<file path="src/rtl/edge_pkg.sv">
// Shared constants and state encoding for the edge-detection datapath.
// Imported by the feeder and anything else that walks image strips.
package edge_pkg;

   localparam int unsigned STRIP_W    = 16;
   localparam int unsigned STRIP_STEP = 14;
   localparam int unsigned PIX_BITS   = 8;

   typedef enum logic [2:0] {
      IDLE,
      FETCH,
      DRAIN,
      ISSUE,
      WAIT
   } feeder_state_e;

endpackage

</file>
<file path="src/rtl/flex_counter.sv">
// Generic up-counter: counts 0..rollover_val then wraps to 0.
// rollover_flag is high while the count equals rollover_val.
module flex_counter #(
   parameter int unsigned NUM_CNT_BITS = 4
) (
   input  logic                    clk,
   input  logic                    n_rst,
   input  logic                    clear,
   input  logic                    count_enable,
   input  logic [NUM_CNT_BITS-1:0] rollover_val,
   output logic [NUM_CNT_BITS-1:0] count_out,
   output logic                    rollover_flag
);

   logic [NUM_CNT_BITS-1:0] count_q, count_d;

   always_comb begin
      count_d = count_q;
      if (clear) begin
         count_d = '0;
      end else if (count_enable) begin
         count_d = (count_q == rollover_val) ? '0 : count_q + 1'b1;
      end
   end

   always_ff @(posedge clk or negedge n_rst) begin
      if (!n_rst) begin
         count_q <= '0;
      end else begin
         count_q <= count_d;
      end
   end

   assign count_out     = count_q;
   assign rollover_flag = (count_q == rollover_val);

endmodule

</file>
<file path="src/rtl/gradient_feeder.sv">
// Walks a 16-pixel-wide strip down the frame, fetching one row slice per anchor
// step from byte-wide image memory and handing it to the gradient controller.
module gradient_feeder
   import edge_pkg::*;
#(
   parameter int unsigned IMG_W     = 640,
   parameter int unsigned IMG_H     = 480,
   parameter int unsigned ADDR_BITS = 20
) (
   input  logic                                clk,
   input  logic                                n_rst,
   input  logic                                start,
   output logic                                mem_rd,
   output logic [ADDR_BITS-1:0]                mem_addr,
   input  logic [PIX_BITS-1:0]                 mem_rdata,
   output logic [STRIP_W-1:0][PIX_BITS-1:0]    gradient_in,
   output logic                                anchor_moving,
   output logic [31:0]                         anchor_x,
   output logic [31:0]                         anchor_y,
   input  logic                                gradient_final,
   output logic                                busy,
   output logic                                frame_done
);

   localparam longint FRAME_PIX = 64'(IMG_W) * 64'(IMG_H);

   if (FRAME_PIX > (64'd1 << ADDR_BITS)) begin : g_addr_check
      $error("gradient_feeder: IMG_W*IMG_H does not fit in ADDR_BITS");
   end

   feeder_state_e                      state_q, state_d;
   logic [31:0]                        strip_col_q, strip_col_d;
   logic [31:0]                        row_q, row_d;
   logic [ADDR_BITS-1:0]               row_base_q, row_base_d;
   logic [ADDR_BITS-1:0]               addr_hold_q, addr_hold_d;
   logic [31:0]                        anchor_x_q, anchor_x_d;
   logic [31:0]                        anchor_y_q, anchor_y_d;
   logic [STRIP_W-1:0][PIX_BITS-1:0]   slice_q, slice_d;
   logic                               cap_q, cap_d;
   logic                               cap_rd_q, cap_rd_d;
   logic [3:0]                         cap_idx_q, cap_idx_d;
   logic                               frame_done_q, frame_done_d;

   logic [3:0]                         byte_idx;
   logic                               byte_last;
   logic [31:0]                        col;
   logic                               col_in;
   logic [ADDR_BITS-1:0]               rd_addr;

   flex_counter #(
      .NUM_CNT_BITS (4)
   ) u_byte_cnt (
      .clk           (clk),
      .n_rst         (n_rst),
      .clear         (state_q != FETCH),
      .count_enable  (state_q == FETCH),
      .rollover_val  (4'(STRIP_W - 1)),
      .count_out     (byte_idx),
      .rollover_flag (byte_last)
   );

   assign col     = strip_col_q + 32'(byte_idx);
   assign col_in  = (col < IMG_W);
   assign rd_addr = row_base_q + ADDR_BITS'(col);

   // Columns past the right edge are not read; their slots are zero-filled.
   assign mem_rd   = (state_q == FETCH) && col_in;
   assign mem_addr = mem_rd ? rd_addr : addr_hold_q;

   always_comb begin
      state_d      = state_q;
      strip_col_d  = strip_col_q;
      row_d        = row_q;
      row_base_d   = row_base_q;
      addr_hold_d  = mem_addr;
      anchor_x_d   = anchor_x_q;
      anchor_y_d   = anchor_y_q;
      slice_d      = slice_q;
      cap_d        = 1'b0;
      cap_rd_d     = 1'b0;
      cap_idx_d    = byte_idx;
      frame_done_d = 1'b0;

      // Read data lands one cycle after the strobe, so capture lags the fetch index.
      if (cap_q) begin
         slice_d[cap_idx_q] = cap_rd_q ? mem_rdata : '0;
      end

      unique case (state_q)
         IDLE: begin
            if (start && !frame_done_q) begin
               state_d     = FETCH;
               strip_col_d = '0;
               row_d       = '0;
               row_base_d  = '0;
            end
         end
         FETCH: begin
            cap_d    = 1'b1;
            cap_rd_d = mem_rd;
            if (byte_last) begin
               state_d = DRAIN;
            end
         end
         DRAIN: begin
            state_d    = ISSUE;
            anchor_x_d = row_q + 32'd1;
            anchor_y_d = strip_col_q;
         end
         ISSUE: begin
            state_d = WAIT;
         end
         WAIT: begin
            if (gradient_final) begin
               if (row_q < IMG_H - 1) begin
                  state_d    = FETCH;
                  row_d      = row_q + 32'd1;
                  row_base_d = row_base_q + ADDR_BITS'(IMG_W);
               end else if (strip_col_q + STRIP_STEP < IMG_W - 2) begin
                  state_d     = FETCH;
                  strip_col_d = strip_col_q + STRIP_STEP;
                  row_d       = '0;
                  row_base_d  = '0;
               end else begin
                  state_d      = IDLE;
                  frame_done_d = 1'b1;
               end
            end
         end
         default: begin
            state_d = IDLE;
         end
      endcase
   end

   always_ff @(posedge clk or negedge n_rst) begin
      if (!n_rst) begin
         state_q      <= IDLE;
         strip_col_q  <= '0;
         row_q        <= '0;
         row_base_q   <= '0;
         addr_hold_q  <= '0;
         anchor_x_q   <= '0;
         anchor_y_q   <= '0;
         slice_q      <= '0;
         cap_q        <= 1'b0;
         cap_rd_q     <= 1'b0;
         cap_idx_q    <= '0;
         frame_done_q <= 1'b0;
      end else begin
         state_q      <= state_d;
         strip_col_q  <= strip_col_d;
         row_q        <= row_d;
         row_base_q   <= row_base_d;
         addr_hold_q  <= addr_hold_d;
         anchor_x_q   <= anchor_x_d;
         anchor_y_q   <= anchor_y_d;
         slice_q      <= slice_d;
         cap_q        <= cap_d;
         cap_rd_q     <= cap_rd_d;
         cap_idx_q    <= cap_idx_d;
         frame_done_q <= frame_done_d;
      end
   end

   assign gradient_in   = slice_q;
   assign anchor_moving = (state_q == ISSUE);
   assign anchor_x      = anchor_x_q;
   assign anchor_y      = anchor_y_q;
   assign busy          = (state_q != IDLE);
   assign frame_done    = frame_done_q;

endmodule

</file>
<file path="config.mk">
export PLATFORM = sky130hd
export DESIGN_NAME = gradient_feeder
export DESIGN_NICKNAME = d
export VERILOG_FILES = /design/src/rtl/edge_pkg.sv /design/src/rtl/flex_counter.sv /design/src/rtl/gradient_feeder.sv
export SDC_FILE = /design/constraint.sdc
export NUM_CORES = 1
export LEC_CHECK = 0
export CORE_MARGIN = 2
export CORE_UTILIZATION = 42
export CTS_CLUSTER_DIAMETER = 120
export DETAILED_ROUTE_END_ITERATION = 10
export GPL_TIMING_DRIVEN = 0
export PLACE_DENSITY_LB_ADDON = 0.1
export SYNTH_ARGS = -nofsm -noshare
export SYNTH_HDL_FRONTEND = slang
export SYNTH_SLANG_ARGS = --single-unit
</file>
<file path="constraint.sdc">
create_clock -name clk -period 4.65 [get_ports clk]
set_input_delay 1.395 -clock clk [delete_from_list [all_inputs] [get_ports clk]]
set_output_delay 1.395 -clock clk [all_outputs]
set_load 0.05 [all_outputs]
</file>
==> qor.yml, run 1 <==
placement:
  io_buffers: 226
  gp_congestion: 0.9690
  dpl.hpwl_um: 27690
routing:
  route.detailed.drc: 0
  dr.first_iter.drc_count: 705
  avgRoutedWirePerCell_um: 18.41
  vias: 11310
  dr.pass1.iters: 5
  postRouteWirelength_um: 38850
  via_per_inst: 5.362
  ant_nets: 0
layout:
  syn2layout_area_growth_pct: 35.03
  fin_util_pct: 57.31
  layout-drive-gt1-share_pct: 20.17
  nNetsFinal: 1670
clocking:
  clk_latency_ns: 0.52
  clock_tree.root_cell: "clkbuf_16"
  clk_path_buf_depth: 3
  htree_num_levels: 2
  clk_pin_slew_worst_paths_ns: 0.06
  cts.sinks: 301
  cts_buffers: 34
  ctsHoldBuffers: 0
  cts_tree: "done"
synth:
  synth_flop_cell: "dfrtp_1"
  yosysSeqAreaShare_pct: 53.06
  synth_area_sq_um: 14200
  synth_top_cell_by_area: "dfrtp_1"
  yosysWarnings: 0
  synth_top_area_share_pct: 53.06
  yosysMostFrequentCell: "dfrtp_1"
  synth.distinct_cells: 67
  synth.avg_cell_area_sq_um: 10.65
  ys_async_sr_fraction_pct: 100.0
  synthTopCellsByArea: "dfrtp_1, mux2_2, nand2_1"
  yosys-top-cells-count: "dfrtp_1, mux2_2, nand2_1"
  synth-edff-count: 0
  synth_cells: 1333
  synth-seq-cells: 301
die:
  fp.dieArea_sq_um: 35290
  initial_core_util_pct: 42.44
  io_pins: 228
  coreArea_sq_um: 33450
  die_w_um: 187.9
  die_h_um: 187.9
  row_count: 67
global_route:
  grt_max_degree: 95
  antenna_found_initial: 1
  grt_pass1_wl_um: 61820
  grt_pass1_vias: 11050
  grt_overflow_total: 0
  grt_util_all_layers_pct: 21.83
critical_path:
  start_kind: "flip-flop"
  required_ns: 3.25
  reg2reg_setup_slack_ns: 0.26
  worstSetupPathType: "flip-flop to output pin"
  end_kind: "output pin"
  cp_max_fo: 3
  cp.arrival_ns: 4.02
  r2r_cells: 12
run_status:
  violations: "negative setup slack"
  outcome: "complete, but fails checks"
sta:
  setup_tns_ns: -12.91
  rsz0062_at_grt: "true"
  timing.final.ws_setup_ns: -0.7668
  relSlewSlack_pct: 29.86
  fin_crit_ns: 5.417
  setup_viol: 21
  min_period_over_period_pct: 116.5
  max_freq_mhz: 184.6
  worstMarginPinSlew_ns: 1.037
  skew_ns: 0.007803
  drv_slew: 0
  hold_viol: 0
power_and_ir_drop:
  p_leak_nw: 8.536
  p_per_area_nw_per_um2: 631.9
  vdd_drop_max_mv: 0.4088
min_path:
  hold_path_class: "flip-flop to flip-flop"
  hold_depth: 0
run:
  max_cap_viol_count: 0
-- state kept, by name, summed over array words and instances (netlist names) --
signal                count
row_q                    32
strip_col_q              31
frame_done                1
cap_q                     1
anchor_y                 31
cap_idx_q                 4
anchor_x                 32
state_q                   3
cap_rd_q                  1
gradient_in             128
row_base_q               13
u_byte_cnt.count_out      4
addr_hold_q              20
-- cells by family (layout without fill, tap and decap cells) --
family	count (synthesis)	after routing	share of synthesized area (%)
xor gates and xnor gates	79	79	4.874
other	2	4	0.05290
DFF	301	301	53.06
buffers and inverters	99	426	2.953
muxes	134	134	10.55
and+or+nand+nor	467	467	17.00
adders and majority gates	21	21	1.904
AOI/OAI and AO/OA	230	230	9.607
-- critical path, cell delays in order (launching register included) --
cell,delay [ns]
dfrtp_2,0.39
inv_2,0.05
fa_2,0.39
nand2b_4,0.17
a21o_1,0.18
nor2_2,0.14
xor2_2,0.27
ha_4,0.26
a21o_1,0.22
a21oi_4,0.17
o21a_1,0.17
o21ai_2,0.09
a211oi_2,0.22
o21bai_1,0.10
a21oi_1,0.17
xnor2_1,0.08
mux2_4,0.29
buf_8,0.16
-- layer usage --
layer | global-route usage (%) | vias up | routed length, um
met5 | 0 | - | 0
met4 | 6.390 | 0 | 1034
met3 | 3.799 | 91 | 1958
met2 | 35.40 | 359 | 17980
met1 | 30.14 | 5574 | 17880
li1 | - | 5289 | -
-- layout make-up --
cell class | instances | area, sq um
clock buffer | 55 | 1041
sequential | 301 | 7540
tap | 448 | 560.5
clock inverter | 5 | 93.84
multi-input combinational | 934 | 6666
timing repair buffer | 272 | 2836
buffer | 72 | 345.3
antenna | 1 | 2.502
fill | 2911 | 14280
inverter | 22 | 82.58
-- final timing paths --
kind                                   end                     from
min in group asynchronous  gradient_in[64]                    n_rst
hold reg to reg               cap_idx_q[0]  u_byte_cnt.count_out[0]
setup / recovery              mem_addr[19]  u_byte_cnt.count_out[1]
setup reg to reg             row_base_q[7]           strip_col_q[6]
hold / removal                cap_idx_q[0]  u_byte_cnt.count_out[0]
max in group asynchronous      anchor_x[2]                    n_rst
-- what timing repair did --
action	CTS	global route
resized for setup	237	26
cloned	1	0
setup buffers	29	12
pin swaps	30	23
hold endpoints to repair	0	0
endpoints found under the setup margin	21	21
-- metrics by stage --
step	hold WS [ns]	power, mW	std cells	area (sq um)	setup slack (ns)
2_1_floorplan	0.4146	7.172	1334	14260	-0.4946
5_1_grt	0.5017	12.65	2109	19170	-0.9062
3_3_place_gp	0.4525	8.992	2008	17090	-11.05
3_5_place_dp	0.4514	9.045	2012	17180	-1.571
4_1_cts	0.4682	12.15	2100	18960	-0.7540
6_report	0.4694	12.11	2110	19170	-0.7668
-- placed cells by master, fill, tap and decap left out, drive strengths merged, types with 10 or more instances in the layout --
cell type,Yosys,routed
clkbuf,54,106
a21oi,69,69
clkdlybuf4s50,0,204
or3,11,11
xnor2,37,37
o31ai,10,10
a21o,11,11
nand4,31,31
buf,23,88
a31oi,14,14
nand2,115,115
and2,53,53
and3,19,19
nand3,42,42
o21ai,87,87
dfrtp,301,301
ha,20,20
mux2,125,125
xor2,42,42
nor2,101,101
nor3,24,24
nor4,13,13
inv,21,23
nand2b,14,14
-- power by group --
part / internal (mW) / leakage [nW] / total, mW / switching, mW
combinational: 2.04 / 3.97 / 5.70 / 3.65
sequential: 3.31 / 4.02 / 3.70 / 0.392
clock: 1.65 / 0.556 / 2.71 / 1.07
No activity file was read; power rests on OpenSTA's default activity.
==> run 2: changes to the inputs <==
CTS_BUF_LIST = sky130_fd_sc_hd__clkbuf_8   (was default)
==> run 2 against run 1 <==
The run still ends with negative setup slack left. Sequential power about the same. Wire length is 0.15% higher. Via count up 0.52%. Design area grew 0.25%. First-iteration DRC count decreased by 14%. Non-clock buffer count did not move. Largest power group unchanged. Highest routed layer unchanged.
==> qor.yml, run 2 (synthesis gave the netlist of run 1 again) <==
clocking:
  clk_latency_ns: 0.62  # +0.10 ns
  clk_pin_slew_worst_paths_ns: 0.06  # about the same
  htree_num_levels: 2  # unchanged
  clock_tree.root_cell: "clkbuf_8"
  clk_path_buf_depth: 3  # unchanged
  ctsHoldBuffers: 0  # unchanged
  cts_tree: "done"
  cts_buffers: 53  # +56%
  cts.sinks: 301  # unchanged
power_and_ir_drop:
  p_switching_mw: 5.166  # +1.0%
  switching_share_pct: 43.32  # +1.1 points
  clkPwrFrac_pct: 21.2  # -1.2 points
  combPwrFrac_pct: 47.8  # +0.7 points
  p_per_area_nw_per_um2: 620.5  # -1.8%
  vdd_drop_max_mv: 0.4224  # +3.3%
  seqPwrFrac_pct: 31.0  # +0.5 points
  p_leak_nw: 8.640  # +1.2%
  intPower_mw: 6.759  # -3.5%
sta:
  fin_crit_ns: 5.506  # +0.08919 ns
  setup_tns_ns: -15.69  # -2.784 ns
  max_freq_mhz: 181.6  # -1.6%
  drv_slew: 0  # unchanged
  skew_ns: 0.02253  # +0.01473 ns
  setup_viol: 21  # unchanged
  worstMarginPinSlew_ns: 0.9741  # -0.06333 ns
  min_period_over_period_pct: 118.4  # +1.9 points
  hold_viol: 0  # unchanged
  timing.final.ws_setup_ns: -0.8560  # -0.08919 ns
  relSlewSlack_pct: 34.15  # +4.3 points
  rsz0062_at_grt: "true"
critical_path:
  start_kind: "flip-flop"
  r2r_start: "strip_col_q[6]"
  reg2reg_setup_slack_ns: 0.33  # +0.07 ns
  crit_start: "u_byte_cnt.count_out[1]"
  required_ns: 3.25  # about the same
  cp.arrival_ns: 4.11  # +0.09 ns
  worst_r2r_endpoint: "row_base_q[7]"
  r2r_cells: 12  # unchanged
  cp_max_fo: 3  # unchanged
  worstSetupPathType: "flip-flop to output pin"
  crit_end: "mem_addr[19]"
  end_kind: "output pin"
run_status:
  outcome: "complete, but fails checks"
  violations: "negative setup slack"
layout:
  final_common_cell: "dfrtp_1"
  multiInputGateArea_sq_um: 6704  # +0.56%
  num_antenna_cells: 0  # -1
  regArea_sq_um: 7540  # unchanged
  layout-drive-gt1-share_pct: 22.07  # +1.9 points
  final_cell_mix: "dfrtp_1, clkdlybuf4s50_1, nand2_1"
  fin_util_pct: 57.45  # +0.15 points
  fillers: 2920  # +0.31%
  largest_reg_flops: 128  # unchanged
  syn2layout_area_growth_pct: 35.37
  nNetsFinal: 1689  # +1.1%
placement:
  io_buffers: 226  # unchanged
  place_ws_ns: -1.571  # unchanged
  gp_congestion: 0.9690  # unchanged
  dpl.hpwl_um: 27690  # unchanged
die:
  die_w_um: 187.9  # unchanged
  die_h_um: 187.9  # unchanged
  io_pins: 228  # unchanged
  row_count: 67  # unchanged
  fp.dieArea_sq_um: 35290  # unchanged
  coreArea_sq_um: 33450  # unchanged
  initial_core_util_pct: 42.44  # unchanged
global_route:
  grt_max_degree: 95  # unchanged
  antenna_found_initial: 1  # unchanged
  grt_overflow_total: 0  # unchanged
  grt_pass1_wl_um: 62020  # +0.31%
  grt_util_all_layers_pct: 21.92  # +0.094 points
  grt_pass1_vias: 11090  # +0.33%
run:
  max_cap_viol_count: 0  # unchanged
routing:
  postRouteWirelength_um: 38910  # +0.15%
  route.detailed.drc: 0  # unchanged
  avgRoutedWirePerCell_um: 18.12  # -1.6%
  ant_nets: 0  # unchanged
  dr.first_iter.drc_count: 607  # -14%
  via_per_inst: 5.297  # -1.2%
  dr.pass1.iters: 5  # unchanged
  vias: 11370  # +0.52%
min_path:
  hold_path_class: "flip-flop to flip-flop"
[run 2: cell types whose count changed in the layout (fill, tap and decap cells not counted), sizes merged]
| cell | delta |
|---|---|
| diode | -1 |
| inv | +12 |
| clkinvlp | +2 |
| clkbuf | +14 |
| bufinv | -1 |
| clkinv | +11 |
[run 2: timing repair]
item                                    in CTS  in global routing
buffers inserted                            31                 10
endpoints found under the setup margin      21                 21
gates cloned                                 1                  0
pin swaps                                   32                 21
gates resized for setup                    240                 31
[run 2: power groups by stage]
stage	combinational, mW	sequential [mW]	clock [mW]
5_1_grt	5.97	3.79	2.72
4_1_cts	5.66	3.70	2.60
3_3_place_gp	5.25	3.74	0
3_5_place_dp	5.29	3.76	0
2_1_floorplan	1.38	5.80	0
6_report	5.70	3.70	2.52
[run 2: cell type report]
cell class                 instances  area share (%)
multi-input combinational        934           34.89
sequential                       301           39.23
buffer                            72           1.797
tap                              448           2.917
timing repair buffer             272           14.87
inverter                          22          0.4297
clock buffer                      69           4.942
clock inverter                    29          0.9245
[run 2: per-layer routing]
layer  global-route usage [%]  part of all wire [%]  vias up
met5                        0                     0        -
met1                    30.25                    46     5627
met3                    3.818                   5.6       66
met4                    6.420                   2.1        0
li1                         -                     -     5341
met2                    35.57                    47      338
[run 2: how the worst min path moves through the flow]
stage                             from               to  slack (ns)  depth (start not counted)
2_1_floorplan  u_byte_cnt.count_out[0]     cap_idx_q[0]        0.41                          0
3_3_place_gp   u_byte_cnt.count_out[0]     cap_idx_q[0]        0.45                          0
3_5_place_dp   u_byte_cnt.count_out[0]     cap_idx_q[0]        0.45                          0
4_1_cts        u_byte_cnt.count_out[0]     cap_idx_q[0]        0.47                          0
5_1_grt                gradient_in[18]  gradient_in[18]        0.50                          2
6_report       u_byte_cnt.count_out[0]     cap_idx_q[0]        0.47                          0
[run 2: stage by stage]
stage	hold slack, ns	instance area (sq um)	cells	power (mW)
2_1_floorplan	0.4146	14260	1334	7.172
3_3_place_gp	0.4525	17090	2008	8.992
3_5_place_dp	0.4514	17180	2012	9.045
4_1_cts	0.4707	18970	2140	11.96
5_1_grt	0.5044	19220	2147	12.48
6_report	0.4729	19220	2147	11.92
[run 2: critical path, cell delays in order, from the launching register on]
cell and delay (ns):
dfrtp_2 0.39, inv_2 0.05, fa_2 0.36, nand2b_4 0.17, a21o_1 0.18, nor2_2 0.16
xor2_2 0.27, ha_4 0.25, a21o_1 0.18, a21oi_2 0.20, o21a_1 0.17, o21ai_2 0.09
a211oi_2 0.22, o21bai_1 0.10, a21oi_1 0.17, xnor2_1 0.08, mux2_4 0.29, buf_8 0.16
